==> src/rtl/clock_set_ctrl.sv <==
// clock_set_ctrl: turns the Mode and Adv buttons into set-mode levels and
// single-cycle advance enables for the alarm-clock counters.
//
//  state     | meaning
//  RUN       | normal timekeeping, Adv ignored
//  SET_MIN   | setting time minutes   (Adv -> minadv)
//  SET_HRS   | setting time hours     (Adv -> hrsadv)
//  SET_DAY   | setting day of week    (Adv -> dayadv)
//  SET_DATE  | setting date           (Adv -> dateadv)
//  SET_MONTH | setting month          (Adv -> monthadv)
//  ALM_MIN   | setting alarm minutes  (Adv -> minadv)
//  ALM_HRS   | setting alarm hours    (Adv -> hrsadv)
module clock_set_ctrl #(
    parameter int unsigned TIMEOUT = 10,
    parameter int unsigned HOLD    = 2
) (
    input  logic       clk,
    input  logic       rst_n,
    input  logic       tick,
    input  logic       mode_btn,
    input  logic       adv_btn,
    output logic       timeset,
    output logic       alarmset,
    output logic       minadv,
    output logic       hrsadv,
    output logic       dayadv,
    output logic       dateadv,
    output logic       monthadv,
    output logic [2:0] field
);

    typedef enum logic [2:0] {
        RUN       = 3'd0,
        SET_MIN   = 3'd1,
        SET_HRS   = 3'd2,
        SET_DAY   = 3'd3,
        SET_DATE  = 3'd4,
        SET_MONTH = 3'd5,
        ALM_MIN   = 3'd6,
        ALM_HRS   = 3'd7
    } state_t;

    localparam logic [3:0] TIMEOUT_C = 4'(TIMEOUT);
    localparam logic [3:0] HOLD_C    = 4'(HOLD);

    state_t     state;
    state_t     state_n;
    logic [2:0] mode_sync;
    logic [2:0] adv_sync;
    logic       mode_prev;
    logic       adv_prev;
    logic       adv_live;
    logic [2:0] warm;
    logic [3:0] idle_cnt;
    logic [3:0] idle_n;
    logic [3:0] hold_cnt;
    logic [3:0] hold_n;
    logic [4:0] pulse_q;
    logic [4:0] pulse_n;
    logic [4:0] adv_sel;
    logic       prev_valid;
    logic       mode_ev;
    logic       adv_ev;
    logic       adv_held;
    logic       in_set;
    logic       timeout_hit;
    logic       repeat_hit;
    logic       rep_fire;

    // Synchronise both buttons, keep the edge-detect history, and track
    // whether the current Adv hold began with a genuine press.
    always_ff @(posedge clk or negedge rst_n) begin
        if (!rst_n) begin
            mode_sync <= '0;
            adv_sync  <= '0;
            mode_prev <= 1'b0;
            adv_prev  <= 1'b0;
            warm      <= '0;
            adv_live  <= 1'b0;
        end else begin
            mode_sync <= {mode_sync[1:0], mode_btn};
            adv_sync  <= {adv_sync[1:0], adv_btn};
            mode_prev <= mode_sync[2];
            adv_prev  <= adv_sync[2];
            warm      <= (warm == 3'd4) ? warm : warm + 3'd1;
            adv_live  <= adv_ev | (adv_live & adv_sync[2]);
        end
    end

    // The prev flop only holds a real sample four edges after reset; until
    // then its reset zero would turn a button held through reset into a press.
    assign prev_valid  = (warm == 3'd4);
    assign mode_ev     = mode_sync[2] & ~mode_prev & prev_valid;
    assign adv_ev      = adv_sync[2] & ~adv_prev & prev_valid;
    assign adv_held    = adv_live & adv_sync[2];
    assign in_set      = (state != RUN);
    assign timeout_hit = tick & in_set & ((idle_cnt + 4'd1) == TIMEOUT_C);
    assign repeat_hit  = tick & in_set & adv_held & (hold_cnt == HOLD_C);

    // Map the current state to the advance output it drives.
    always_comb begin
        adv_sel = 5'b00000;
        case (state)
            SET_MIN, ALM_MIN: adv_sel = 5'b00001;
            SET_HRS, ALM_HRS: adv_sel = 5'b00010;
            SET_DAY:          adv_sel = 5'b00100;
            SET_DATE:         adv_sel = 5'b01000;
            SET_MONTH:        adv_sel = 5'b10000;
            default:          adv_sel = 5'b00000;
        endcase
    end

    // State, counters and registered advance pulses.
    always_ff @(posedge clk or negedge rst_n) begin
        if (!rst_n) begin
            state    <= RUN;
            idle_cnt <= '0;
            hold_cnt <= '0;
            pulse_q  <= '0;
        end else begin
            state    <= state_n;
            idle_cnt <= idle_n;
            hold_cnt <= hold_n;
            pulse_q  <= pulse_n;
        end
    end

    // Next state with priority Mode > Adv press > timeout > auto-repeat.
    always_comb begin
        state_n  = state;
        pulse_n  = 5'b00000;
        idle_n   = idle_cnt;
        hold_n   = hold_cnt;
        rep_fire = 1'b0;

        if (mode_ev) begin
            state_n = state_t'(state + 3'd1);
        end else if (adv_ev && in_set) begin
            pulse_n = adv_sel;
        end else if (timeout_hit) begin
            state_n = RUN;
        end else if (repeat_hit) begin
            pulse_n  = adv_sel;
            rep_fire = 1'b1;
        end

        if (mode_ev || adv_ev || rep_fire || (state_n == RUN)) begin
            idle_n = '0;
        end else if (tick && in_set) begin
            idle_n = idle_cnt + 4'd1;
        end

        if (!adv_held || adv_ev || (state_n != state)) begin
            hold_n = '0;
        end else if (tick && in_set && (hold_cnt != HOLD_C)) begin
            hold_n = hold_cnt + 4'd1;
        end
    end

    // Levels decoded from the registered state so they settle before any pulse.
    always_comb begin
        field    = state;
        timeset  = (state >= SET_MIN) && (state <= SET_MONTH);
        alarmset = (state == ALM_MIN) || (state == ALM_HRS);
        minadv   = pulse_q[0];
        hrsadv   = pulse_q[1];
        dayadv   = pulse_q[2];
        dateadv  = pulse_q[3];
        monthadv = pulse_q[4];
    end

endmodule

==> config.mk <==
export PLATFORM = sky130hd
export DESIGN_NAME = clock_set_ctrl
export DESIGN_NICKNAME = d
export VERILOG_FILES = /design/src/rtl/clock_set_ctrl.sv
export SDC_FILE = /design/constraint.sdc
export NUM_CORES = 1
export LEC_CHECK = 0
export ABC_AREA = 1
export CAP_MARGIN = 20
export CORE_ASPECT_RATIO = 0.75
export CORE_MARGIN = 2
export CORE_UTILIZATION = 59
export CTS_CLUSTER_DIAMETER = 50
export DETAILED_ROUTE_END_ITERATION = 7
export PLACE_DENSITY = 0.86
export RECOVER_POWER = 100
export SETUP_SLACK_MARGIN = 0.2
export SKIP_CTS_REPAIR_TIMING = 1
export SLEW_MARGIN = 20
export SYNTH_ARGS = -nofsm -noshare
export SYNTH_HDL_FRONTEND = slang
export SYNTH_SLANG_ARGS = --single-unit
==> constraint.sdc <==
create_clock -name clk -period 3.97 [get_ports clk]
set_input_delay 0.794 -clock clk [delete_from_list [all_inputs] [get_ports clk]]
set_output_delay 0.794 -clock clk [all_outputs]
set_load 0.05 [all_outputs]
# Word level (Yosys, flattened, before mapping)
# Cells that the tools add are included.
[op_classes]
muxes = 16
n_reduce_logical = 17
bitwise_logic = 12
n_eq_ne = 12
order_cmp = 2
addsub = 4
[ops]
columns = ["operator", "count"]
rows = [
  ["$pmux 5 s5", 1],
  ["$mux 5", 4],
  ["$mux 4", 4],
  ["$eq 3x3->1 const B", 5],
  ["$and 1x1->1", 9],
  ["$mux 3", 3],
  ["$add 4x1->4 const B", 2],
  ["$add 3x1->3 const B", 2],
  ["$eq 3x2->1 const B", 2],
  ["$logic_or 1x1->1", 6],
  ["$eq 4x2->1 const B", 1],
  ["$eq 4x4->1 const B", 1],
  ["$logic_and 1x1->1", 4],
  ["$mux 1", 4],
  ["$ne 4x2->1 const B", 1],
  ["$reduce_bool 2->1", 2],
  ["$reduce_or 2->1", 2],
  ["$eq 3x1->1 const B", 1],
  ["$ge 3x1->1 const B", 1],
  ["$le 3x3->1 const B", 1],
  ["$logic_not 3->1", 1],
  ["$ne 3x3->1", 1],
  ["$reduce_bool 3->1", 1],
  ["$not 1->1", 2],
  ["other kinds (2)", 2],
]
[word_totals]
elab_cells = 73
register_bits = 28
in_bits = 5
output_inout_bits = 10

# Depth between registers and ports, before layout
# Gate-level depths: netlist of the first run.
[depth]
depth_word = 11
depth_mapped = 12
mapped_depth_nobuf = 12

# Worst setup path after synthesis of the first run
# Ideal clock, no wire load.
[synth_timing]
kind = "register to output"
start = "register state[0], in the netlist field[0]"
end = "output alarmset"
path_slack_ns = 1.440
n_path_buf = 0
path_stages_with_launch = 5
arrival_ns = 1.736
required_time_ns = 3.176
cell_sequence = "dfrtp_1 > inv_1 > ha_1 > inv_1 > o21bai_1"
[synth_via]
elab_chain_len = 2
word_cells_on_any_way = 3
[synth_rtl]
columns = ["item", "line", "text"]
rows = [
  ["from (decl)", "46", "state_t state;"],
  ["from (signal assigned)", "121", "state <= state_n;"],
  ["$eq 3x3->1", "164", "alarmset = (state == ALM_MIN) || (state == ALM_HRS);"],
  ["$logic_or 1x1->1 (*)", "164", ""],
  ["to (decl)", "23", "output logic alarmset,"],
]
# Every way passes the cells marked *; elsewhere a longest branch is shown, timed or not.

# Worst setup path in the final report of the first run
# Ends and elaborated chain as after synthesis.

==> results.md, run 1 <==
* Num CTS Buffers at 3
* Initial drt markers at 79
* Crit end category: primary output
* Layout Skew at 8.54 ps
* Share of cells above drive strength 1 at 5.88%
* Setup_tns at 0 ps
* Slew Limit Fails at 0
* Die Area at 2850 sq um
* MaxCap Viol Count at 0
* Max-slew headroom at 37.1%
* Final wirelength at 2630 microns
* Number of global-route vias before repair at 973
* Hold Vio Cnt, Final at 0
* Root Driver: clkbuf_4
* GRT Residual Overflow at 0
* VDD IR max at 269 uV
* Share of the synthesized area in the top cell type at 48.8%
* Unique masters post-synth at 26
* Top delay family on crit path: buffers and inverters
* Largest cells by area after synthesis: dfrtp_1, ha_1, nand2_1
* Slew @ Worst Pin at 940 ps
* Seq cells post-synth at 28
* Number of antenna violations at the first check in global routing at 0
* Critical Path Start Type: flip-flop
* Crit Path Category: flip-flop to primary output
* Number of buffers added on ports at 14
* Via count at 1,026
* CP arrival at 2210 ps
* Routed Antenna Nets at 0
* Overall global routing resource usage at 20.9%
* Syn_area_per_cell at 9.51 sq um
* CP max FO at 7
* Net Count, Synth at 168
* Fin crit share at 75.8%
* Fin cells at 204
* Hpwl dp at 2000 microns
* Top cell by count, worst path: ha_1
* Post-synth EDFFs at 0
* Most frequent cell after synthesis: dfrtp_1
* Fin crit period at 3010 ps
* Critical Path Max Stage Delay at 880 ps
* First-pass GRT wire length at 4240 microns
* Ys flop type: dfrtp_1
* Core footprint at 2310 sq um
* Cells after Synth at 151
* CP cell instances: ha_1 -> ha_1 -> o21bai_1 -> dlygate4sd3_1
* CTS Buffer Depth at 2
* R2R depth at 10
* Clk sink count at 28
* DP Cell Count at 200
* Avg Vias per Cell at 5.03
* Commonest cells post-synth: dfrtp_1, nand2_1, inv_1
* Syn Std Cell Area at 1440 sq um
* CTS tree: done
* Async SR Flop Fraction at 100%
* Initial Util at 62.2%
* Largest net degree at the start of global routing at 22
* Sequential fraction of the synthesis area at 48.8%
* Final Net Count at 188
* DR WL/cell at 12.9 microns
* Detailed-route DRC error count at 0
* Leakage power figure at 0.825 nW
* Buf+Inv Stages, Crit Path at 1
* WP data required at 3180 ps
* Hold path depth at 0
* Ant diodes at 0
* CTS H-tree depth at 1
* Worst path depth at 4
* Pwr dens at 563 nW/um^2
* CTS clk-pin slew, worst paths at 140 ps
* CP max-delay cell: dlygate4sd3_1
* Site Rows at 15
* FMAX at 332 MHz
* Die height at 46.7 microns
* Status: finished, final reports clean
* Worst Hold Class: flip-flop to flip-flop
* Layout overhead on the synthesized area at 12.1%
* # setup viols final at 0
* RePlAce Congestion at 0.840
* Worst skew pair latency at 320 ps
* Ys Warns at 0
* I/O pins at 15
* Die W at 61.0 microns
* 1st-pass router iterations at 4
* Unrepaired setup endpoints after global routing: no
* Most area-hungry cell type in the Yosys netlist: dfrtp_1
worst register-to-register path, stage by stage, from the launching register on:
cell	delay, ps
dfrtp_1	500
inv_1	120
ha_1	240
nand2_1	140
nand2_1	200
nor2_1	350
nand4_4	140
a21boi_0	330
nand3_1	140
nand2_1	180
nor2_1	60
layer usage:
metal / vias to the layer above / global-route usage, % / share of wire (%)
met4: 0 / 8.70 / 2.4
met3: 8 / 4.68 / 3.8
met2: 31 / 36.3 / 50
li1: 505 / - / -
met5: - / 0 / 0
met1: 482 / 25.5 / 44
cells by family after synthesis:
group	count (synthesis)	share of synthesized area [%]
buffers and inverters	27	7.06
DFF	28	48.8
AOI/OAI and AO/OA	12	5.66
xor gates and xnor gates	7	4.27
adders and majority gates	12	10.5
and+or+nand+nor	65	23.8
final timing paths:
| path | to | slack (ps) | from |
|---|---|---|---|
| max | alarmset | 960 | field[0] |
| min | mode_sync[2] | 370 | mode_sync[1] |
| max reg2reg | idle_cnt[0] | 1470 | field[0] |
| min reg2reg | mode_sync[2] | 370 | mode_sync[1] |
| max in group asynchronous | hold_cnt[3] | 2080 | rst_n |
| min in group asynchronous | pulse_q[0] | 1040 | rst_n |
cell usage in the layout, fill, tap and decap left out:
master / n
a211oi_1: 1
a21boi_0: 1
a21oi_1: 3
a21oi_2: 1
and3_1: 1
clkbuf_1: 1
clkbuf_4: 3
clkbuf_8: 1
clkdlybuf4s50_1: 1
clkinv_1: 1
dfrtp_1: 28
dlygate4sd3_1: 13
ha_1: 12
inv_1: 24
inv_2: 2
nand2_1: 29
nand3_1: 7
nand3_2: 1
nand4_1: 2
nand4_4: 1
nor2_1: 21
nor3_1: 1
nor3_4: 1
nor4_1: 1
o21ai_0: 4
o21bai_1: 2
xnor2_1: 2
xor2_1: 5
per-stage QoR:
stage | power [mW] | hold WS (ps) | setup slack (ps) | area [sq um] | utilization, %
6_report | 0.906 | 368 | 961 | 1610 | 69.8
5_1_grt | 0.966 | 391 | 843 | 1610 | 69.8
4_1_cts | 0.957 | 368 | 1020 | 1660 | 72.0
3_5_place_dp | 0.820 | 336 | 1400 | 1630 | 70.5
3_3_place_gp | 0.798 | 333 | 1470 | 1630 | 70.5
2_1_floorplan | 0.690 | 331 | 1440 | 1440 | -
flip-flops by register name, indices dropped and copies added, names as in the netlist:
signal     cells
pulse_q        5
hold_cnt       4
idle_cnt       4
adv_sync       3
field          3
mode_sync      3
warm           3
adv_live       1
adv_prev       1
mode_prev      1
area by class of cell:
class                   instances  area (sq um)
fillers                       192           698
well taps                      34          42.5
flip-flops and latches         28           701
repair buffers                 15           144
clock buffers                   4          36.3
multi-input cells              96           586
inverters                      27           101
report_power, final:
group	leakage (nW)	internal, mW	switching (mW)	total (mW)
Combinational	0.445	0.120	0.282	0.402
Clock	0.0210	0.0560	0.0805	0.137
Sequential	0.358	0.319	0.0474	0.367
Total	0.825	0.495	0.410	0.906
(Power assumes the default switching activity.)
==> run 2, diff against run 1 <==
--- a/config.mk
+++ b/config.mk
@@ -9,10 +9,10 @@
 export CAP_MARGIN = 20
 export CORE_ASPECT_RATIO = 0.75
 export CORE_MARGIN = 2
-export CORE_UTILIZATION = 59
+export CORE_UTILIZATION = 50
 export CTS_CLUSTER_DIAMETER = 50
 export DETAILED_ROUTE_END_ITERATION = 7
-export PLACE_DENSITY = 0.86
+export PLACE_DENSITY = 0.78
 export RECOVER_POWER = 100
 export SETUP_SLACK_MARGIN = 0.2
 export SKIP_CTS_REPAIR_TIMING = 1
==> constraint.sdc (replaced) <==
create_clock -name clk -period 2.5 [get_ports clk]
set_input_delay 0.5 -clock clk [delete_from_list [all_inputs] [get_ports clk]]
set_output_delay 0.5 -clock clk [all_outputs]
set_load 0.05 [all_outputs]
==> run 2 against run 1 <==
Setup slack worse by 620 ps. Sequential share of layout area down 0.27 points. Register-to-register slack worse by 1100 ps. Total power up 62%. Die area up 17%. Routed wire length down 7.3%. Clock-buffer cell count down 1. Highest routed layer is now met3.
==> results.md, run 2 (synthesis results as in run 1) <==
* Detailed-route DRC error count at 0 (unchanged)
* Die height at 50.4 microns (+7.9%)
* Die W at 65.9 microns (+8.1%)
* 1st-pass router iterations at 4 (unchanged)
* CP max FO at 7 (unchanged)
* Final wirelength at 2440 microns (-7.3%)
* DR WL/cell at 11.9 microns (-7.8%)
* Top delay family on crit path: buffers and inverters
* CTS clk-pin slew, worst paths at 90 ps (-50 ps)
* Hold Vio Cnt, Final at 0 (unchanged)
* Initial Util at 53.9% (-8.3 points)
* Number of buffers added on ports at 14 (unchanged)
* CP arrival at 1660 ps (-550 ps)
* Root Driver: clkbuf_8
* Number of antenna violations at the first check in global routing at 0 (unchanged)
* CP cell instances: dlygate4sd3_1
* Final Net Count at 188 (unchanged)
* Status: finished, final reports clean
* RePlAce Congestion at 0.860 (+2.4%)
* MaxCap Viol Count at 0 (unchanged)
* Slew @ Worst Pin at 1480 ps (+541 ps)
* Most frequent cells in the layout: dfrtp_1, nand2_1, inv_1
* Site Rows at 16 (+1)
* Core footprint at 2660 sq um (+15%)
* Top reg by flops: pulse_q
* Crit end category: primary output
* Worst Hold End: mode_sync[2]
* # setup viols final at 0 (unchanged)
* Layout overhead on the synthesized area at 12.8%
* CTS H-tree depth at 1 (unchanged)
* Worst Hold Class: flip-flop to flip-flop
* FMAX at 463 MHz
* Hpwl dp at 1930 microns (-3.7%)
* CTS tree: done
* Hold path startpoint: mode_sync[1]
* Hold path depth at 0 (unchanged)
* R2R depth at 10 (unchanged)
* Largest net degree at the start of global routing at 29 (+32%)
* Design Power at 1.47 mW (+62%)
* CTS Buffer Depth at 2 (unchanged)
* Largest registers: pulse_q (5), hold_cnt (4), idle_cnt (4)
* Worst skew pair latency at 270 ps (-50 ps)
* VDD IR max at 315 uV (+17%)
* RR Startpoint: field[0]
* I/O pins at 15 (unchanged)
* Max-slew headroom at 1.29% (-36 points)
* Setup slack, reg-to-reg at 370 ps (-1100 ps)
* Slew Limit Fails at 0 (unchanged)
* Unrepaired setup endpoints after global routing: no
* Number of global-route vias before repair at 1,057 (+8.6%)
* Layout Skew at 9.86 ps (+1.32 ps)
* RR Endpoint: hold_cnt[0]
* Routed Antenna Nets at 0 (unchanged)
* Num CTS Buffers at 3 (unchanged)
* Fin crit period at 2160 ps
* Critical Path Start Type: flip-flop
* Critical Path Max Stage Delay at 910 ps (+30 ps)
* Commonest non-fill, non-tap cell in the layout: dfrtp_1
* Overall global routing resource usage at 17.9% (-2.9 points)
* Leakage power figure at 0.825 nW (about the same)
* Crit Path Category: flip-flop to primary output
* Die Area at 3320 sq um (+17%)
* Pwr dens at 907 nW/um^2 (+61%)
* Initial drt markers at 46 (-42%)
* GRT Residual Overflow at 0 (unchanged)
* Share of cells above drive strength 1 at 7.10% (+1.2 points)
* Clk sink count at 28 (unchanged)
* CP max-delay cell: dlygate4sd3_1
* WP data required at 2000 ps (-1180 ps)
* FILL cells at 238 (+24%)
* Buf+Inv Stages, Crit Path at 1 (unchanged)
* First-pass GRT wire length at 4560 microns (+7.6%)
* Largest register FFs at 5 (unchanged)
* Via count at 1,028 (+0.19%)
* Fin crit share at 86.3%
* Ant diodes at 0 (unchanged)
* Setup_tns at 0 ps (unchanged)
* Avg Vias per Cell at 5.01 (-0.29%)
-- run 2: final cells by class --
type                    count  area [sq um]  share of cell area, %
multi-input cells          96           599                   37.0
flip-flops and latches     28           701                   43.2
well taps                  36          45.0                   2.78
repair buffers             15           133                   8.19
clock buffers               3          41.3                   2.55
inverters                  27           101                   6.25
-- run 2: worst max-delay path by stage --
stage	depth (start not counted)	slack (ps)	to	from
floorplan	4	260	alarmset	field[0]
global placement	5	410	timeset	field[1]
detailed placement	5	360	timeset	field[1]
CTS	5	50	timeset	field[1]
global route	2	170	hold_cnt[2]	rst_n
finish	1	340	field[2]	field[2]
-- run 2: metal layers --
metal,part of all wire [%],routed length (microns),global-route usage (%),vias to the layer above
li1,-,-,-,502
met1,43,1060,23.3,493
met2,50,1220,31.0,33
met3,6.5,158,4.26,0
met4,0,0,3.13,0
met5,0,0,0,-
-- run 2: report_power, final --
group          switching, mW  total (mW)  internal, mW  leakage (nW)
combinational          0.459       0.653         0.194         0.445
clock                  0.133       0.241         0.108        0.0216
sequential            0.0697       0.577         0.507         0.358
total                  0.661        1.47         0.810         0.825
-- run 2: stage by stage --
stage / cells / cell area (sq um) / hold WS [ps] / setup slack [ps] / util [%]
2_1_floorplan: 151 / 1440 / 204 / 264 / -
3_3_place_gp: 202 / 1630 / 332 / 408 / 61.1
3_5_place_dp: 202 / 1630 / 340 / 360 / 61.1
4_1_cts: 205 / 1670 / 361 / 47.9 / 62.6
5_1_grt: 205 / 1620 / 373 / 166 / 60.9
6_report: 205 / 1620 / 355 / 342 / 60.9
